[src/rtl/ct_stream_feeder.sv]
// ============================================================================
// Module  : ct_stream_feeder
// Brief   : Buffers a full score vector and streams it LANES elements per beat
//           to the comparison tree, with a one-deep shadow for gapless reload.
// Revision: 1.0
// ============================================================================
`default_nettype none

module ct_stream_feeder #(
  parameter int DWT      = 8,
  parameter int LANES    = 2,
  parameter int NUM_ELEM = 16,
  parameter int BEAT_W   = 3,
  parameter int VCNT_W   = 8
) (
  input  logic                    clk,
  input  logic                    arst_n,
  input  logic                    en,
  input  logic                    load_valid,
  output logic                    load_ready,
  input  logic [DWT*NUM_ELEM-1:0] load_data,
  output logic                    op_valid,
  input  logic                    op_ready,
  output logic [DWT*LANES-1:0]    op_out,
  output logic                    op_first,
  output logic                    op_last,
  output logic [BEAT_W-1:0]       beat_idx,
  output logic                    done,
  output logic [VCNT_W-1:0]       vec_cnt
);

  localparam int                c_nbeats    = NUM_ELEM / LANES;
  localparam int                c_beat_bits = DWT * LANES;
  localparam logic [BEAT_W-1:0] c_last_beat = BEAT_W'(c_nbeats - 1);

  typedef enum logic [0:0] {
    ST_IDLE   = 1'b0,
    ST_STREAM = 1'b1
  } state_t;

  state_t                  r_state;
  logic [DWT*NUM_ELEM-1:0] r_active;
  logic [DWT*NUM_ELEM-1:0] r_shadow;
  logic                    r_shadow_full;
  logic [BEAT_W-1:0]       r_beat;
  logic                    r_done;
  logic [VCNT_W-1:0]       r_vec_cnt;

  logic                    w_load_ready;
  logic                    w_op_valid;
  logic                    w_load_fire;
  logic                    w_op_fire;
  logic                    w_last;
  logic [c_beat_bits-1:0]  w_beat_data;

  // load_ready looks only at registered state so a load never races a
  // shadow-to-active copy; arst_n gating keeps it low while reset is held.
  assign w_load_ready = en & arst_n &
                        ((r_state == ST_IDLE) | ((r_state == ST_STREAM) & ~r_shadow_full));
  assign w_op_valid   = en & arst_n & (r_state == ST_STREAM);
  assign w_load_fire  = w_load_ready & load_valid;
  assign w_op_fire    = w_op_valid & op_ready;
  assign w_last       = (r_beat == c_last_beat);

  always_comb begin
    w_beat_data = '0;
    for (int b = 0; b < c_nbeats; b++) begin
      if (r_beat == BEAT_W'(b)) begin
        w_beat_data = r_active[b*c_beat_bits +: c_beat_bits];
      end
    end
  end

  assign load_ready = w_load_ready;
  assign op_valid   = w_op_valid;
  assign op_out     = w_op_valid ? w_beat_data : '0;
  assign op_first   = w_op_valid & (r_beat == '0);
  assign op_last    = w_op_valid & w_last;
  assign beat_idx   = r_beat;
  assign done       = r_done;
  assign vec_cnt    = r_vec_cnt;

  always_ff @(posedge clk or negedge arst_n) begin
    if (!arst_n) begin
      r_state       <= ST_IDLE;
      r_active      <= '0;
      r_shadow      <= '0;
      r_shadow_full <= 1'b0;
      r_beat        <= '0;
      r_done        <= 1'b0;
      r_vec_cnt     <= '0;
    end else if (en) begin
      r_done <= 1'b0;
      case (r_state)
        ST_IDLE: begin
          if (w_load_fire) begin
            r_active <= load_data;
            r_beat   <= '0;
            r_state  <= ST_STREAM;
          end
        end
        ST_STREAM: begin
          if (w_load_fire && !(w_op_fire && w_last)) begin
            r_shadow      <= load_data;
            r_shadow_full <= 1'b1;
          end
          if (w_op_fire) begin
            if (!w_last) begin
              r_beat <= r_beat + BEAT_W'(1);
            end else begin
              r_done    <= 1'b1;
              r_vec_cnt <= r_vec_cnt + VCNT_W'(1);
              r_beat    <= '0;
              // Shadow wins; a same-cycle load is only possible with it empty.
              if (r_shadow_full) begin
                r_active      <= r_shadow;
                r_shadow_full <= 1'b0;
              end else if (w_load_fire) begin
                r_active <= load_data;
              end else begin
                r_state <= ST_IDLE;
              end
            end
          end
        end
        default: r_state <= ST_IDLE;
      endcase
    end
  end

endmodule

`default_nettype wire

[config.mk]
export PLATFORM = sky130hd
export DESIGN_NAME = ct_stream_feeder
export DESIGN_NICKNAME = d
export VERILOG_FILES = /design/src/rtl/ct_stream_feeder.sv
export SDC_FILE = /design/constraint.sdc
export NUM_CORES = 1
export LEC_CHECK = 0
export ABC_CLOCK_PERIOD_IN_PS = 2300
export CORE_MARGIN = 1
export CORE_UTILIZATION = 50
export DETAILED_ROUTE_END_ITERATION = 7
export PLACE_DENSITY_LB_ADDON = 0.2
export REMOVE_ABC_BUFFERS = 1
export SETUP_SLACK_MARGIN = 0.3
export SLEW_MARGIN = 25
export SYNTH_ARGS = -nofsm -noshare
export SYNTH_HDL_FRONTEND = slang
export SYNTH_SLANG_ARGS = --single-unit
[constraint.sdc]
create_clock -name clk -period 2.3 [get_ports clk]
set_input_delay 0.23 -clock clk [delete_from_list [all_inputs] [get_ports clk]]
set_output_delay 0.23 -clock clk [all_outputs]
set_load 0.01 [all_outputs]
==> summary.txt, run 1 <==
post-synthesis sequential area ratio: 0.5298
Peak Freq: 350.5 MHz
status: finished, violations left
Synth Warn #: 0
hold path endpoint: r_state
mean area per synthesized cell: 13.04 um2
Worst setup SP type: flip-flop
CTS Buf Count: 29
Seq pwr share: 0.409
Synth Instances: 978
HP Class: in -> reg
Worst-path clk slew: 60 ps
commonest cells after routing, fill and taps aside: 270 x dfrtp_1, 143 x clkdlybuf4s50_1, 128 x o22ai_1
Placer Congestion: 0.7838
area delta synth->final: 47.15%
post-route antenna net violation count: 0
Switch Pwr: 6936 uW
top_reg_cell synth: dfrtp_1
pin count of the biggest net entering global routing: 155
WHS Path Cells: 3
number of global-route vias before repair: 10660
clk_lat worst skew: 550 ps
commonest non-fill, non-tap cell in the layout: dfrtp_1
slew margin rel.: 0.4045
CTS Root Cell: clkbuf_16
pre-CTS setup slack: -745.2 ps
setup TNS: -17270 ps
Crit Path Max Fanout: 5
Vias/cell: 6.428
first-pass GRT wire length: 63.41 mm
Yosys cell types: 40
total grt overflow: 0
vias: 10120
PortBufs: 164
maximum vdd drop: 679.5 uV
pins over their slew limit: 0
reg2reg path depth: 15
share of synthesized registers carrying an async set or reset: 1.000
Seq cells post-synth: 270
Switching Share: 0.3218
Crit Reg-Reg Endpoint: r_active[12]
Comb pwr share: 0.378
final net count: 1363
worst hold margin: 63.44 ps
reg2reg start: beat_idx[1]
Power Dens Cells: 1148 nW/um2
Starting DRT DRC Count: 839
die width: 161.7 um
Cell Rows: 58
Max clock buf depth: 3
initial antenna violation count: 2
placed cell area: 15030 um2
Setup Crit Path Kind: reg -> out
min-delay src: arst_n
I/O pin cnt: 165
failing checks: setup timing
Leakage: 0.008163 uW
R2R Setup Slk: -180 ps
final worst slack: -552.8 ps
required time of the worst setup path: 2070 ps
final WL: 40.96 mm
first drt pass iteration count: 7
Final setup viols: 191
Post-synth EDFFs: 0
CTS tree: yes
RSZ-0062 raised after global routing: true
final hold vios: 0
GRT Util Overall: 0.3156
layout cells sized above 1: 0.4288
Final period util: 1.240
Critical Path AT: 2620 ps
Internal Pwr Total: 14620 uW
number of H-tree levels: 1
clk sinks: 270
Final Skew: 16.06 ps
Starting Density: 0.5079
Clock Power Share: 0.214
die area: 26150 um2
CP Capture Type: output pin
max_cap viols: 0
drc violations: 0
Worst-Margin Slew: 893.2 ps
post-route cell area: 18770 um2
die span in y: 161.7 um
DR WL/cell: 26.02 um
Core Area: 25110 um2
crit path time final: 2853 ps
Final HPWL DP: 20.91 mm
Mapped Area: 12750 um2
## metrics by stage
step / util / total power (uW) / std cells
2_1_floorplan: - / 12600 / 881
3_3_place_gp: 0.5985 / 14470 / 1444
3_5_place_dp: 0.5985 / 14660 / 1444
4_1_cts: 0.7371 / 20890 / 1568
5_1_grt: 0.7474 / 22450 / 1574
6_report: 0.7474 / 21550 / 1574
## worst max-delay path: stages (launching register included)
cell,delay [ps]
dfrtp_1,400
buf_6,140
ha_4,160
ha_4,160
buf_6,120
a21boi_4,150
buf_12,140
buf_6,140
a22oi_2,170
o221ai_1,140
and3_1,220
buf_2,140
## how the worst max path moves through the flow
stage | start | cells after the start | endpoint
6_report | beat_idx[1] | 11 | op_out[2]
5_1_grt | beat_idx[1] | 11 | op_out[5]
3_3_place_gp | beat_idx[0] | 7 | op_out[10]
4_1_cts | beat_idx[1] | 11 | op_out[6]
3_5_place_dp | beat_idx[0] | 7 | op_out[5]
2_1_floorplan | beat_idx[2] | 5 | r_active[0]
## cells by family (layout without fill, tap and decap cells)
family,count (synthesis),after routing,share of synthesized area
other cells,0,1,0
simple gates,83,85,0.03865
buf+inv,103,366,0.05160
compound gates,379,379,0.2192
fa+ha+maj,7,7,0.006867
flops,270,270,0.5298
xor+xnor,7,7,0.004807
mux,129,129,0.1491
## cell usage after synthesis (11+ instances only)
| cell type | n | share of area |
|---|---|---|
| nand2b_1 | 17 | 0.0083 |
| a22oi_1 | 16 | 0.0094 |
| a2bb2oi_1 | 128 | 0.088 |
| a221oi_1 | 16 | 0.011 |
| dfrtp_1 | 270 | 0.53 |
| o22ai_1 | 128 | 0.063 |
| buf_2 | 27 | 0.011 |
| and3_1 | 18 | 0.0088 |
| nor2b_1 | 17 | 0.0083 |
| clkbuf_1 | 41 | 0.012 |
| mux2_4 | 120 | 0.14 |
| buf_1 | 11 | 0.0032 |
| o21a_1 | 17 | 0.010 |
| o211ai_1 | 16 | 0.0094 |
| buf_12 | 13 | 0.020 |
| a21oi_1 | 33 | 0.013 |
| o221ai_1 | 16 | 0.011 |
## power by group through the flow
stage | Sequential, uW | Clock (uW) | Combinational [uW]
6_report | 8810 | 4610 | 8140
4_1_cts | 8570 | 4650 | 7670
3_5_place_dp | 8300 | 0 | 6350
5_1_grt | 8990 | 4850 | 8610
3_3_place_gp | 8290 | 0 | 6190
2_1_floorplan | 7970 | 0 | 4640
## state kept, by name, indices dropped and copies added (netlist names)
| name | flops |
|---|---|
| r_shadow | 128 |
| r_state | 1 |
| r_shadow_full | 1 |
| vec_cnt | 8 |
| beat_idx | 3 |
| done | 1 |
| r_active | 128 |
## layout make-up
type,instances,area (um2)
timing repair buffer,309,4038
fill,1567,6342
antenna,1,2.502
multi-input combinational,607,6610
clock buffer,43,828.3
clock inverter,8,93.84
tap,330,412.9
sequential,270,6756
inverter,6,25.02
## repair_timing
item	CTS	global route
hold buffers	1	0
gates cloned	31	0
pin swaps	38	24
hold endpoints to repair	210	0
buffers inserted	41	5
endpoints found under the setup margin	277	339
resized for setup	329	34
## layer usage
layer | wire length (um) | vias to the layer above | global-route usage | part of all wire
met5 | 0 | - | 0 | 0
met1 | 17340 | 5205 | 0.4326 | 0.42
met3 | 2423 | 137 | 0.04980 | 0.059
met2 | 19420 | 438 | 0.5055 | 0.47
li1 | - | 4337 | - | -
met4 | 1775 | 0 | 0.1231 | 0.043
No activity file was read; power rests on OpenSTA's default activity.
==> inputs of run 2 (changes only) <==
CORE_ASPECT_RATIO = 2   (was default)
==> run 2 against run 1 <==
Compared with the run above: the run still ends with setup timing left; total power fell by 0.19%; highest routed layer unchanged; clock skew grew 4.0 ps; core utilization up 0.58 points; critical endpoint is now op_out[13].
==> summary.txt, run 2 (synthesized netlist as in run 1, its figures left out) <==
status: finished, violations left
failing checks: setup timing
Setup Crit Path Kind: reg -> out
first drt pass iteration count: 5
final net count: 1378
clk sinks: 270
die span in y: 227.9 um
reg2reg start: beat_idx[1]
commonest non-fill, non-tap cell in the layout: dfrtp_1
pins over their slew limit: 0
die width: 114.9 um
post-route antenna net violation count: 0
required time of the worst setup path: 2070 ps
setup TNS: -26150 ps
min-delay src: arst_n
placed insts: 1463
CTS Root Cell: clkbuf_16
vias: 10270
commonest cells after routing, fill and taps aside: 268 x dfrtp_1, 140 x clkdlybuf4s50_1, 128 x o22ai_1
Worst setup SP type: flip-flop
Worst-path clk slew: 70 ps
GRT Util Overall: 0.3190
Starting DRT DRC Count: 926
Power Dens Cells: 1141 nW/um2
layout cells sized above 1: 0.4383
Crit. Startpoint: beat_idx[1]
Leakage: 0.008300 uW
Cell Rows: 82
Worst-Margin Slew: 930.2 ps
Final period util: 1.212
RSZ-0062 raised after global routing: true
Starting Density: 0.5094
reg2reg path depth: 14
I/O pin cnt: 165
Core Area: 25030 um2
first-pass GRT wire length: 63.59 mm
Placer Congestion: 0.8030
initial antenna violation count: 1
final WL: 43.02 mm
die area: 26190 um2
Vias/cell: 6.440
Final setup viols: 260
area delta synth->final: 47.86%
DR WL/cell: 26.99 um
Crit Path Max Fanout: 5
drc violations: 0
pin count of the biggest net entering global routing: 155
final hold vios: 0
Crit Reg-Reg Endpoint: r_active[39]
number of global-route vias before repair: 10960
PortBufs: 164
CTS Buf Count: 25
Max clock buf depth: 3
maximum vdd drop: 712.9 uV
Final HPWL DP: 22.47 mm
Peak Freq: 358.8 MHz
CTS tree: yes
clk_lat worst skew: 570 ps
non-filler instance count after layout: 1594
final worst slack: -487.1 ps
WHS Path Cells: 3
CP Capture Type: output pin
Final Skew: 20.04 ps
crit path time final: 2787 ps
slew margin rel.: 0.3799
hold path endpoint: r_state
number of H-tree levels: 1
max_cap viols: 0
filler cell count: 1504
total grt overflow: 0
Critical Path AT: 2560 ps
R2R Setup Slk: -200 ps
HP Class: in -> reg
==> run 2: worst max-delay path, cell delays in order, from the launching register on <==
cell,delay (ps)
dfrtp_2,440
ha_4,190
ha_4,170
or2_4,270
buf_6,150
a221oi_2,210
o221ai_1,200
and3_1,210
buf_2,140
==> run 2: worst max path at each step <==
stage,end,slack [ps]
CTS,op_out[8],-380
floorplan,r_active[0],-6890
finish,op_out[13],-490
global route,op_out[13],-530
global placement,op_out[9],-220
detailed placement,op_out[4],-320
==> run 2: cell type report <==
type / count / area, um2 / area share
antenna: 1 / 2.502 / 0.0001327
clock buffer: 31 / 678.2 / 0.03596
clock inverter: 15 / 137.6 / 0.007299
inverter: 6 / 32.53 / 0.001725
multi-input combinational: 607 / 6574 / 0.3486
sequential: 270 / 6759 / 0.3584
tap: 336 / 420.4 / 0.02229
timing repair buffer: 328 / 4253 / 0.2255
==> run 2: layer usage <==
metal  up-vias  GRT usage  routed length [um]
met5         -          0                   0
met4         0     0.1745                2805
met3       161    0.03507                2317
met2       501     0.5384               21810
met1      5258     0.3943               16090
li1       4346          -                   -
==> run 2: timing repair <==
item                       in CTS  in global routing
hold buffers                    1                  0
hold endpoints to repair      194                  0
cloned                         30                  6
setup endpoints to repair     278                289
pin swaps                      37                 13
resized for setup             284                 81
setup buffers                  39                  8
==> run 2: per-stage QoR <==
step | area (um2) | utilization | hold WS (ps) | power, uW | setup WS (ps)
2_1_floorplan | 12120 | - | -65.59 | 12600 | -6885
3_3_place_gp | 15200 | 0.6072 | 365.3 | 14680 | -218.0
3_5_place_dp | 15200 | 0.6072 | 372.7 | 14860 | -318.1
4_1_cts | 18210 | 0.7274 | 55.45 | 20520 | -381.9
5_1_grt | 18860 | 0.7532 | 61.70 | 22330 | -527.2
6_report | 18860 | 0.7532 | 55.38 | 21510 | -487.1
==> run 2: report_power, final <==
group          total [uW]  leakage (uW)  switching (uW)  internal [uW]
Combinational        8350       0.00469            3360           4990
Clock                4300      0.000406            1970           2330
Sequential           8860       0.00320            1850           7010
Total               21500       0.00830            7170          14300
